--- src/rtl/ahb_bus_arbiter_if.sv ---
// Arbitration signal bundle between the requesting masters and the AHB bus arbiter.
// The master modport is the requester/bus side; the slave modport is the arbiter itself.
interface ahb_bus_arbiter_if #(
   parameter int unsigned NUM_MASTERS = 4
);

   logic [NUM_MASTERS-1:0] hbusreq;
   logic [NUM_MASTERS-1:0] hlock;
   logic                   hready;
   logic [NUM_MASTERS-1:0] hgrant;
   logic [3:0]             hmaster;
   logic                   hmastlock;

   modport master (
      output hbusreq,
      output hlock,
      output hready,
      input  hgrant,
      input  hmaster,
      input  hmastlock
   );

   modport slave (
      input  hbusreq,
      input  hlock,
      input  hready,
      output hgrant,
      output hmaster,
      output hmastlock
   );

endinterface

--- src/rtl/ahb_bus_arbiter.sv ---
// Round-robin AHB bus arbiter with locked transfers, bounded tenure and default-master parking.
// hgrant follows the owner decided at each hready-high edge; hmaster/hmastlock follow one
// hready-qualified cycle later to mirror the AHB address-phase handover.
module ahb_bus_arbiter #(
   parameter int unsigned NUM_MASTERS    = 4,
   parameter int unsigned DEFAULT_MASTER = 0,
   parameter int unsigned MAX_TENURE     = 8
) (
   input logic              hclk,
   input logic              hreset,
   ahb_bus_arbiter_if.slave bus
);

   localparam int unsigned IDX_W = (NUM_MASTERS > 1) ? $clog2(NUM_MASTERS) : 1;
   localparam int unsigned TEN_W = (MAX_TENURE > 1) ? $clog2(MAX_TENURE) : 1;
   localparam int          NM    = int'(NUM_MASTERS);

   localparam logic [IDX_W-1:0]       DEF_IDX   = IDX_W'(DEFAULT_MASTER);
   localparam logic [TEN_W-1:0]       TEN_LAST  = TEN_W'(MAX_TENURE - 1);
   localparam logic [NUM_MASTERS-1:0] DEF_GRANT = NUM_MASTERS'(1) << DEFAULT_MASTER;

   typedef enum logic [0:0] {
      StPark,
      StOwn
   } state_e;

   state_e                 state_q, state_d;
   logic [IDX_W-1:0]       owner_q, owner_d;
   logic [TEN_W-1:0]       tenure_q, tenure_d;
   logic                   lock_q, lock_d;
   logic [NUM_MASTERS-1:0] hgrant_q;
   logic [3:0]             hmaster_q;
   logic                   hmastlock_q;

   logic                   owner_req;
   logic                   owner_lock;
   logic                   others_req;
   logic [NUM_MASTERS-1:0] others_mask;
   logic [IDX_W-1:0]       next_idx;
   logic [IDX_W-1:0]       scan_idx;
   logic                   scan_found;
   logic                   tenure_left;

   // Classify the current requests relative to the owner.
   always_comb begin
      owner_req            = bus.hbusreq[owner_q];
      owner_lock           = owner_req & bus.hlock[owner_q];
      others_mask          = bus.hbusreq;
      others_mask[owner_q] = 1'b0;
      others_req           = |others_mask;
      tenure_left          = (tenure_q < TEN_LAST);
   end

   // Round-robin scan: first requester after the owner, wrapping at NUM_MASTERS-1 -> 0.
   always_comb begin
      next_idx   = owner_q;
      scan_idx   = owner_q;
      scan_found = 1'b0;
      for (int k = 1; k < NM; k++) begin
         scan_idx = IDX_W'((int'(owner_q) + k) % NM);
         if (!scan_found && bus.hbusreq[scan_idx]) begin
            scan_found = 1'b1;
            next_idx   = scan_idx;
         end
      end
   end

   // Arbitration decision, first matching rule wins.
   always_comb begin
      state_d  = state_q;
      owner_d  = owner_q;
      tenure_d = tenure_q;
      if (owner_lock) begin
         // Locked ownership is never preempted; tenure does not advance.
         state_d = StOwn;
      end else if (owner_req && !others_req) begin
         state_d = StOwn;
         if (tenure_left) begin
            tenure_d = tenure_q + 1'b1;
         end
      end else if (owner_req && tenure_left) begin
         state_d  = StOwn;
         tenure_d = tenure_q + 1'b1;
      end else if (others_req) begin
         state_d  = StOwn;
         owner_d  = next_idx;
         tenure_d = '0;
      end else begin
         state_d  = StPark;
         owner_d  = DEF_IDX;
         tenure_d = '0;
      end
      // hlock only counts together with the matching request.
      lock_d = bus.hbusreq[owner_d] & bus.hlock[owner_d];
   end

   // Arbiter state and registered outputs; everything holds while hready is low.
   always_ff @(posedge hclk or posedge hreset) begin
      if (hreset) begin
         state_q     <= StPark;
         owner_q     <= DEF_IDX;
         tenure_q    <= '0;
         lock_q      <= 1'b0;
         hgrant_q    <= DEF_GRANT;
         hmaster_q   <= 4'(DEF_IDX);
         hmastlock_q <= 1'b0;
      end else if (bus.hready) begin
         state_q     <= state_d;
         owner_q     <= owner_d;
         tenure_q    <= tenure_d;
         lock_q      <= lock_d;
         hgrant_q    <= NUM_MASTERS'(1) << owner_d;
         // Address phase follows the grant issued on the previous qualified cycle.
         hmaster_q   <= 4'(owner_q);
         hmastlock_q <= lock_q;
      end
   end

   assign bus.hgrant    = hgrant_q;
   assign bus.hmaster   = hmaster_q;
   assign bus.hmastlock = hmastlock_q;

endmodule

--- src/flat_wrapper.sv ---
// flat-port wrapper written by rule: the top's interface ports become plain ports
module ahb_bus_arbiter_flat 
#(
   parameter int unsigned NUM_MASTERS    = 4,
   parameter int unsigned DEFAULT_MASTER = 0,
   parameter int unsigned MAX_TENURE     = 8
)
  (hclk, hreset, bus_hbusreq, bus_hlock, bus_hready, bus_hgrant, bus_hmaster, bus_hmastlock);
  ahb_bus_arbiter_if #(.NUM_MASTERS(NUM_MASTERS)) bus_i ();
  input logic hclk;
  input logic hreset;
  input wire logic [$bits(bus_i.hbusreq)-1:0] bus_hbusreq;
  input wire logic [$bits(bus_i.hlock)-1:0] bus_hlock;
  input wire logic [$bits(bus_i.hready)-1:0] bus_hready;
  output wire logic [$bits(bus_i.hgrant)-1:0] bus_hgrant;
  output wire logic [$bits(bus_i.hmaster)-1:0] bus_hmaster;
  output wire logic [$bits(bus_i.hmastlock)-1:0] bus_hmastlock;
  assign bus_i.hbusreq = bus_hbusreq;
  assign bus_i.hlock = bus_hlock;
  assign bus_i.hready = bus_hready;
  assign bus_hgrant = bus_i.hgrant;
  assign bus_hmaster = bus_i.hmaster;
  assign bus_hmastlock = bus_i.hmastlock;
  ahb_bus_arbiter #(.NUM_MASTERS(NUM_MASTERS), .DEFAULT_MASTER(DEFAULT_MASTER), .MAX_TENURE(MAX_TENURE)) u_core (.hclk(hclk), .hreset(hreset), .bus(bus_i));
endmodule
--- config.mk ---
export PLATFORM = sky130hd
export DESIGN_NAME = ahb_bus_arbiter_flat
export DESIGN_NICKNAME = d
export VERILOG_FILES = /design/src/rtl/ahb_bus_arbiter_if.sv /design/src/rtl/ahb_bus_arbiter.sv /design/src/flat_wrapper.sv
export SDC_FILE = /design/constraint.sdc
export NUM_CORES = 1
export LEC_CHECK = 0
export ABC_AREA = 1
export BUFFER_PORTS_ARGS = -buffer_cell sky130_fd_sc_hd__buf_2
export CAP_MARGIN = 20
export CORE_AREA = 2 2 47 49
export CTS_BUF_LIST = sky130_fd_sc_hd__clkbuf_8 sky130_fd_sc_hd__clkbuf_16
export DETAILED_ROUTE_END_ITERATION = 8
export DIE_AREA = 0 0 49 51
export GPL_TIMING_DRIVEN = 0
export PLACE_DENSITY = 0.76
export RECOVER_POWER = 25
export SYNTH_ARGS = -nofsm -noshare
export SYNTH_HDL_FRONTEND = slang
export SYNTH_SLANG_ARGS = --single-unit
--- constraint.sdc ---
create_clock -name hclk -period 2.06 [get_ports hclk]
set_input_delay 0.103 -clock hclk [delete_from_list [all_inputs] [get_ports hclk]]
set_output_delay 0.103 -clock hclk [all_outputs]
set_load 0.1 [all_outputs]
==> results.sh <==
export IMPL_status="finished clean"
export IMPL_synthXorXnorAreaFrac_pct=0.848
export IMPL_cts_sinks=13
export IMPL_ant_nets=0
export IMPL_grt_first_pass_wirelength_um=3840
export IMPL_drc=0
export IMPL_worst_ep_arrival_time_ns=2.11
export IMPL_cp_cell_sequence="buf_6 -> buf_4 -> buf_4 -> nand2_1 -> nand2_2 -> nand2_2 -> nand2_4 -> o21ai_4 -> nand3_2 -> nand2_2 -> inv_2 -> nor2_4 -> nand3_2 -> nand3_2 -> nand2_1 -> nand2_2"
export IMPL_drv_cap=0
export IMPL_worstReg2RegStart="u_core.owner_q[0]"
export IMPL_diodes=0
export IMPL_clkTransAtPathRegs_ns=0.05
export IMPL_portBuffers=16
export IMPL_ir_drop_uv=862
export IMPL_track_usage_pct=19.8
export IMPL_setup_viol=0
export IMPL_cts_path_max_buffers=2
export IMPL_synth_mux_area_fraction_pct=0
export IMPL_drv_slew=0
export IMPL_area_growth_pct=31.8
export IMPL_crit_required_ns=2.24
export IMPL_drive_gt1_share_pct=36.8
export IMPL_cts_tree="built"
export IMPL_crit_fanout=5
export IMPL_drt_initial_drc_count=28
export IMPL_setup_tns_ns=0
export IMPL_crit_path_end_kind="register"
export IMPL_whs_path_depth=3
export IMPL_crit_path_frequent_cell="nand2_2"
export IMPL_die_height_um=51
export IMPL_crit_type="register to register"
export IMPL_vias_per_cell=5.01
export IMPL_dp_slack_ns=-0.0353
export IMPL_fp_row_count=17
export IMPL_cellLeakagePower_nw=0.767
export IMPL_start_util_pct=50.0
export IMPL_power_density_nw_per_um2=1820
export IMPL_crit_slowest_cell="dfrtp_1"
export IMPL_final_nets=202
export IMPL_fin_hold_ws_ns=0.179
export IMPL_fmax_mhz=518
export IMPL_die_w_um=49
export IMPL_worst_slack_ns=0.130
export IMPL_netlist_area_um2=1030
export IMPL_antenna_found_initial=0
export IMPL_avgSynthCellArea_um2=6.79
export IMPL_fin_crit_sh_pct=93.7
export IMPL_synth_top_family_by_area="simple AND/OR/NAND/NOR gates"
export IMPL_synth_compound_area_share_pct=10.4
export IMPL_ios=20
export IMPL_yosysWarnings=0
export IMPL_dr_pass1_iters=4
export IMPL_numCtsBuffers=3
export IMPL_startpoint_type="register"
export IMPL_skew_ns=0.00128
export IMPL_fin_total_pwr_mw=2.48
export IMPL_design_core_area_um2=2060
export IMPL_die_area_um2=2500
export IMPL_overflow=0
export IMPL_grt_start_max_net_pins=14
export IMPL_synth_cell_type_count=28
export IMPL_hpwl_um=1680
export IMPL_synth_seq_cells=13
export IMPL_cp_slowest_stage_delay_ns=0.39
export IMPL_synth_adder_area_share_pct=6.06
export IMPL_r2r_slack_ns=0.13
export IMPL_cts_root_buf="clkbuf_8"
export IMPL_min_to="u_core.bus.hmastlock"
export IMPL_ys_seq_area_share_pct=31.6
export IMPL_hp_start="bus_hready"
export IMPL_syn_inst=152
export IMPL_wl_um=2490
export IMPL_gp_congestion=0.814
export IMPL_timing_rr_end="u_core.lock_q"
export IMPL_htreeDepth=1
export IMPL_grt_pass1_vias=952
export IMPL_hold_viol_final=0
export IMPL_num_vias=1067
export IMPL_fin_crit_ns=1.93
export IMPL_wl_per_cell_um=11.7
export IMPL_synth_simple_area_share_pct=39.2
export IMPL_clk_insertion_delay_late_ns=0.25
export IMPL_post_route_util_pct=65.9
export IMPL_hp_class="primary input to register"
export IMPL_reg2reg_depth=16
-- layer usage --
layer | GRT usage [%] | vias up | part of all wire (%)
met1 | 21.5 | 497 | 41
met2 | 35.6 | 27 | 51
met4 | 9.52 | 0 | 3.7
met5 | 0 | - | 0
li1 | - | 532 | -
met3 | 5.85 | 11 | 4.0
-- cell families (layout without fill, tap and decap cells) --
kind of cell             Yosys count  in the layout
buffers and inverters             26             58
flip-flops                        13             13
AO/OA/AOI/OAI                     17             17
adder cells (fa/ha/maj)            5              5
XOR/XNOR                           1              1
other                              1              2
AND/OR/NAND/NOR                   89             89
-- worst max-delay path, delay by kind of cell, from the launching register on --
kind | cells | cell delay, ns
buffers and inverters | 4 | 0.45
AND/OR/NAND/NOR | 11 | 0.95
AO/OA/AOI/OAI | 1 | 0.09
flip-flops | 1 | 0.39
-- cell usage after synthesis, drive strengths merged --
library cell	count	area, um^2
nand3	14	75.1
a21oi	3	15.0
nand2	65	274
nor2	9	48.8
o31ai	1	7.51
dfrtp	12	300
o21ai	11	70.1
buf	4	31.3
o21a	1	7.51
xor2	1	8.76
inv	21	83.8
nand4	1	6.26
clkbuf	1	3.75
dfstp	1	26.3
ha	5	62.6
a21boi	1	7.51
conb	1	3.75
-- metrics by stage --
step | cell area, um^2 | cells
global placement | 1150 | 197
detailed placement | 1150 | 197
finish | 1360 | 213
global route | 1360 | 213
CTS | 1220 | 203
floorplan | 1040 | 153
-- placed cells by master, fill, tap and decap left out, types with 2 or more instances in the layout --
master,netlist,final
inv_1,18,17
ha_1,5,3
o21ai_0,5,5
buf_2,1,17
nor2_1,7,6
nand2_4,2,2
a21oi_1,3,3
nand2_1,57,50
buf_4,2,13
clkbuf_8,0,3
nor2_4,2,3
nand3_1,13,9
o21ai_1,4,4
nand2_2,6,13
conb_1,1,2
inv_2,2,3
nand3_2,1,5
dfrtp_1,12,11
-- layout make-up --
cell class | count | area, um^2
Buffer | 5 | 35.0
Clock buffer | 3 | 41.3
Clock inverter | 1 | 3.75
Fill cell | 177 | 703
Inverter | 21 | 93.8
Multi-Input combinational cell | 114 | 651
Sequential cell | 13 | 328
Tap cell | 28 | 35.0
Timing Repair Buffer | 28 | 173
-- state kept, by name, summed over array words and instances, names as in the netlist --
| signal | flops |
|---|---|
| u_core.lock_q | 1 |
| u_core.owner_q | 2 |
| u_core.bus.hgrant | 4 |
| u_core.bus.hmastlock | 1 |
| u_core.tenure_q | 3 |
| u_core.bus.hmaster | 2 |
-- power by group --
part	switching (mW)	internal (mW)	total, mW
logic	1.20	0.597	1.80
registers	0.0776	0.370	0.448
clock network	0.0952	0.132	0.227
-- worst max-delay path by stage --
stage,slack [ns],depth (start not counted),to,start
after detailed placement,-0.04,14,u_core.lock_q,u_core.owner_q[1]
after global placement,0.01,14,u_core.lock_q,u_core.owner_q[1]
after global routing,-0.04,16,u_core.lock_q,u_core.owner_q[0]
after CTS,0.03,16,u_core.lock_q,u_core.owner_q[0]
after floorplan,0.26,15,u_core.lock_q,u_core.owner_q[0]
final,0.13,16,u_core.lock_q,u_core.owner_q[0]
-- repair_timing --
action / 4_1_cts / 5_1_grt
setup buffers: 1 / 10
endpoints found under the hold margin: 12 / 0
hold buffers: 1 / 0
gates resized for setup: 2 / 19
pin swaps: 0 / 10
endpoints found under the setup margin: 3 / 7
No activity file was read; power rests on OpenSTA's default activity.
